[src/rtl/uart_rx_byte.sv]
// 8N1 LSB-first UART receiver with a two-flop input synchronizer and mid-bit sampling.
// Emits a one-cycle new_data_out pulse per good byte, or a framing_error_out pulse on a low stop bit.
module uart_rx_byte #(
   parameter int CLOCK_FREQ_HZ = 100_000_000,
   parameter int BAUD_RATE     = 115_200
) (
   input  logic       clk_in,
   input  logic       rst_in,
   input  logic       rx_wire_in,
   output logic       new_data_out,
   output logic [7:0] data_byte_out,
   output logic       framing_error_out
);

   localparam int P     = CLOCK_FREQ_HZ / BAUD_RATE;
   localparam int HALF  = P / 2;
   localparam int CNT_W = (P > 1) ? $clog2(P) : 1;
   localparam logic [CNT_W-1:0] HALF_LAST = CNT_W'(HALF - 1);
   localparam logic [CNT_W-1:0] BIT_LAST  = CNT_W'(P - 1);

   generate
      if (P < 4) begin : g_bad_rate
         $error("uart_rx_byte: CLOCK_FREQ_HZ / BAUD_RATE must be at least 4");
      end
   endgenerate

   typedef enum logic [2:0] {
      S_IDLE,
      S_START,
      S_DATA,
      S_STOP,
      S_WAIT_HIGH
   } state_t;

   logic             rx_p0;
   logic             rx_p1;
   logic             rx_sync;

   state_t           state;
   state_t           state_nxt;
   logic [CNT_W-1:0] cnt;
   logic [CNT_W-1:0] cnt_nxt;
   logic [2:0]       bit_idx;
   logic [2:0]       bit_idx_nxt;
   logic [7:0]       shift;
   logic [7:0]       shift_nxt;
   logic [7:0]       byte_nxt;
   logic             new_nxt;
   logic             ferr_nxt;

   // Stage p0/p1: metastability synchronizer; idles high so reset never fakes a start bit.
   always_ff @(posedge clk_in) begin
      if (rst_in) begin
         rx_p0 <= 1'b1;
         rx_p1 <= 1'b1;
      end else begin
         rx_p0 <= rx_wire_in;
         rx_p1 <= rx_p0;
      end
   end

   assign rx_sync = rx_p1;

   always_ff @(posedge clk_in) begin
      if (rst_in) begin
         state             <= S_IDLE;
         cnt               <= '0;
         bit_idx           <= 3'd0;
         shift             <= 8'h00;
         data_byte_out     <= 8'h00;
         new_data_out      <= 1'b0;
         framing_error_out <= 1'b0;
      end else begin
         state             <= state_nxt;
         cnt               <= cnt_nxt;
         bit_idx           <= bit_idx_nxt;
         shift             <= shift_nxt;
         data_byte_out     <= byte_nxt;
         new_data_out      <= new_nxt;
         framing_error_out <= ferr_nxt;
      end
   end

   always_comb begin
      state_nxt   = state;
      cnt_nxt     = cnt;
      bit_idx_nxt = bit_idx;
      shift_nxt   = shift;
      byte_nxt    = data_byte_out;
      new_nxt     = 1'b0;
      ferr_nxt    = 1'b0;

      case (state)
         S_IDLE: begin
            cnt_nxt = '0;
            if (!rx_sync) begin
               state_nxt = S_START;
            end
         end

         // Half a bit in, the line must still be low or the edge was a glitch.
         S_START: begin
            if (cnt == HALF_LAST) begin
               cnt_nxt = '0;
               if (rx_sync) begin
                  state_nxt = S_IDLE;
               end else begin
                  state_nxt   = S_DATA;
                  bit_idx_nxt = 3'd0;
               end
            end else begin
               cnt_nxt = cnt + 1'b1;
            end
         end

         S_DATA: begin
            if (cnt == BIT_LAST) begin
               cnt_nxt            = '0;
               shift_nxt[bit_idx] = rx_sync;
               bit_idx_nxt        = bit_idx + 3'd1;
               if (bit_idx == 3'd7) begin
                  state_nxt = S_STOP;
               end
            end else begin
               cnt_nxt = cnt + 1'b1;
            end
         end

         S_STOP: begin
            if (cnt == BIT_LAST) begin
               cnt_nxt = '0;
               if (rx_sync) begin
                  byte_nxt  = shift;
                  new_nxt   = 1'b1;
                  state_nxt = S_IDLE;
               end else begin
                  ferr_nxt  = 1'b1;
                  state_nxt = S_WAIT_HIGH;
               end
            end else begin
               cnt_nxt = cnt + 1'b1;
            end
         end

         // A line stuck low after a bad stop bit must go high before a new frame can start.
         S_WAIT_HIGH: begin
            cnt_nxt = '0;
            if (rx_sync) begin
               state_nxt = S_IDLE;
            end
         end

         default: begin
            state_nxt = S_IDLE;
            cnt_nxt   = '0;
         end
      endcase
   end

endmodule

[config.mk]
export PLATFORM = sky130hd
export DESIGN_NAME = uart_rx_byte
export DESIGN_NICKNAME = d
export VERILOG_FILES = /design/src/rtl/uart_rx_byte.sv
export SDC_FILE = /design/constraint.sdc
export NUM_CORES = 1
export LEC_CHECK = 0
export ABC_AREA = 1
export BUFFER_PORTS_ARGS = -buffer_cell sky130_fd_sc_hd__buf_2
export CAP_MARGIN = 25
export CORE_MARGIN = 2
export CORE_UTILIZATION = 58
export CTS_CLUSTER_SIZE = 12
export DETAILED_ROUTE_END_ITERATION = 16
export PLACE_DENSITY_LB_ADDON = 0.25
export SKIP_CTS_REPAIR_TIMING = 1
export SYNTH_ARGS = -nofsm -noshare
export SYNTH_HDL_FRONTEND = slang
export SYNTH_SLANG_ARGS = --single-unit
[constraint.sdc]
create_clock -name clk_in -period 2.15 [get_ports clk_in]
set_clock_uncertainty 0.1 [all_clocks]
set_input_delay 0.43 -clock clk_in [delete_from_list [all_inputs] [get_ports clk_in]]
set_output_delay 0.43 -clock clk_in [all_outputs]
set_load 0.03 [all_outputs]
==> flow_summary.toml <==
[status]
status = "finished, violations left"
violations = "design-rule violations"

[critical_path]
crit_type = "flip-flop to flip-flop"
required_ns = 2.29
critPathTopFamily = "simple AND/OR/NAND/NOR gates"
worst_ep_arrival_time_ns = 1.81
end_kind = "flip-flop"
critPathBufInv = 0
cp_max_fo = 5
critical_path.max_stage_delay_ns = 0.41
slowest_stage = "dfxtp_1"
crit_chain = "ha_1, nand2_1, nor2_1, nand2_1, nor2_1, nand2_1, xor2_1, nor2_1"
start_kind = "flip-flop"

[sta]
setup_viol = 0
fin_crit_ns = 1.66
drv_slew = 0
grt_setup_unrepaired = "false"
tns_ns = 0
hold_viol = 0
fmax_mhz = 601
hold_ws_ns = 0.171
tightest_slew_ns = 0.486
finalCritPeriodShare_pct = 77.4
slew_headroom_pct = 67.6

[clock_tree]
clock_latency_ns = 0.35
cts_buffer_depth = 2
cts-buffers-inserted = 5
cts_root_buf = "clkbuf_4"
clock-sinks = 36
clk_pin_slew_worst_paths_ns = 0.11
cts_tree = "built"
cts_htree_levels = 2

[placed_design]
placed_area_um2 = 1820
gp_congestion = 0.852
portBuffers = 12
dp_hpwl_mm = 2.20

[synth]
synth_area_per_cell_um2 = 7.36
synth_area_leaders = "dfxtp_1, nand2_1, nor2_1"
ys_seq_area_share_pct = 41.3
yosysTopAreaCellShare_pct = 41.3
netlist_area_um2 = 1740
synthCells = 237
syn-num-nets = 244
synth_seq_cells = 36
ys_warn_count = 0
post-synth-top-area-cell = "dfxtp_1"
synth_cell_types = 30

[power]
power_density_nw_per_um2 = 725
ir_drop_mv = 0.524
power_w = 0.00138
p_leak_nw = 0.762

[layout]
drive_gt1_share_pct = 20.9
area_delta_synth_final_pct = 9.18
design_area_um2 = 1900
layout_commonest_cell = "nand2_1"
utilization_pct = 67.9
final_cell_mix = "nand2_1, dfxtp_1, nor2_1"
layout.nets = 260
num_antenna_cells = 0

[route]
drtAntennaViolNets = 0
drt_first_pass_iters = 11
drt_iter0_drc = 60
routed_wirelength_mm = 2.98
vias = 1385
wl_per_cell_um = 10.4
drc = 1
viasPerCell = 4.86

[run]
drv_cap = 0

[global_route]
grt_max_degree = 19
grt_pass1_wl_mm = 5.09
antenna_found_initial = 0
grt_usage_pct = 19.7
grt_overflow_total = 0
grt_pass1_vias = 1198

[floorplan]
die-width_um = 58.8
core_um2 = 2810
ios = 13
row_count = 19
start_util_pct = 62.2
die_h_um = 58.8
dieArea_um2 = 3460

[min_path]
hold_path_class = "input pin to flip-flop"
==> per-layer routing <==
layer	part of all wire, %	global-route usage [%]	vias up	routed length (um)
met3	3.2	6.59	9	95
li1	-	-	780	-
met4	2.4	7.79	0	72
met5	0	0	-	0
met1	54	26.0	579	1610
met2	40	29.8	17	1200
==> cells by family after synthesis <==
| group | after synthesis | synth area share (%) |
|---|---|---|
| xor gates and xnor gates | 2 | 1.00 |
| and+or+nand+nor | 121 | 35.4 |
| buffers and inverters | 40 | 9.33 |
| adders and majority gates | 4 | 2.87 |
| AOI/OAI and AO/OA | 34 | 10.0 |
| DFF | 36 | 41.3 |
==> through the flow <==
stage	instances	setup WS (ns)
final	285	0.487
after global routing	285	0.273
after CTS	285	0.469
after detailed placement	277	0.463
after global placement	277	0.505
after floorplan	237	0.649
==> registers in the layout, indices dropped and copies added (netlist names), 3 cells and up <==
register / count
bit_idx: 3
state: 3
shift: 8
data_byte_out: 8
cnt: 10
==> area by class of cell <==
class,count,area [um^2]
multi-input cells,161,861
flip-flops and latches,36,721
repair buffers,13,67.6
clock inverters,3,42.5
well taps,31,38.8
fillers,254,901
inverters,36,136
clock buffers,5,37.5
==> cells in the mapped netlist, drive strengths merged <==
cell    instances
clkinv          1
nand3b          1
nor3            5
dfxtp          36
o21ai          14
clkbuf          2
nand4           1
a21oi          19
inv            35
nand2          48
xor2            2
nor3b           1
nand3          22
ha              4
a31oi           1
buf             2
nor2           40
nor4            1
or2             2
==> power by group <==
| group | internal, W | switching, W | leakage [nW] |
|---|---|---|---|
| combinational | 0.0000702 | 0.000123 | 0.430 |
| sequential | 0.000683 | 0.0000329 | 0.291 |
| clock | 0.000242 | 0.000229 | 0.0412 |
| total | 0.000996 | 0.000385 | 0.762 |
==> path summary, 6_finish.rpt <==
| kind | from | end | slack (ns) | cells after the start |
|---|---|---|---|---|
| setup / recovery | cnt[0]$_SDFF_PP0_ | cnt[8]$_SDFF_PP0_ | 0.49 | 8 |
| hold / removal | rx_wire_in | rx_p0$_SDFF_PP1_ | 0.17 | 2 |
| setup reg to reg | cnt[0]$_SDFF_PP0_ | cnt[8]$_SDFF_PP0_ | 0.49 | 8 |
| hold reg to reg | rx_p0$_SDFF_PP1_ | rx_p1$_SDFF_PP1_ | 0.32 | 1 |
No activity file was read; power rests on OpenSTA's default activity.
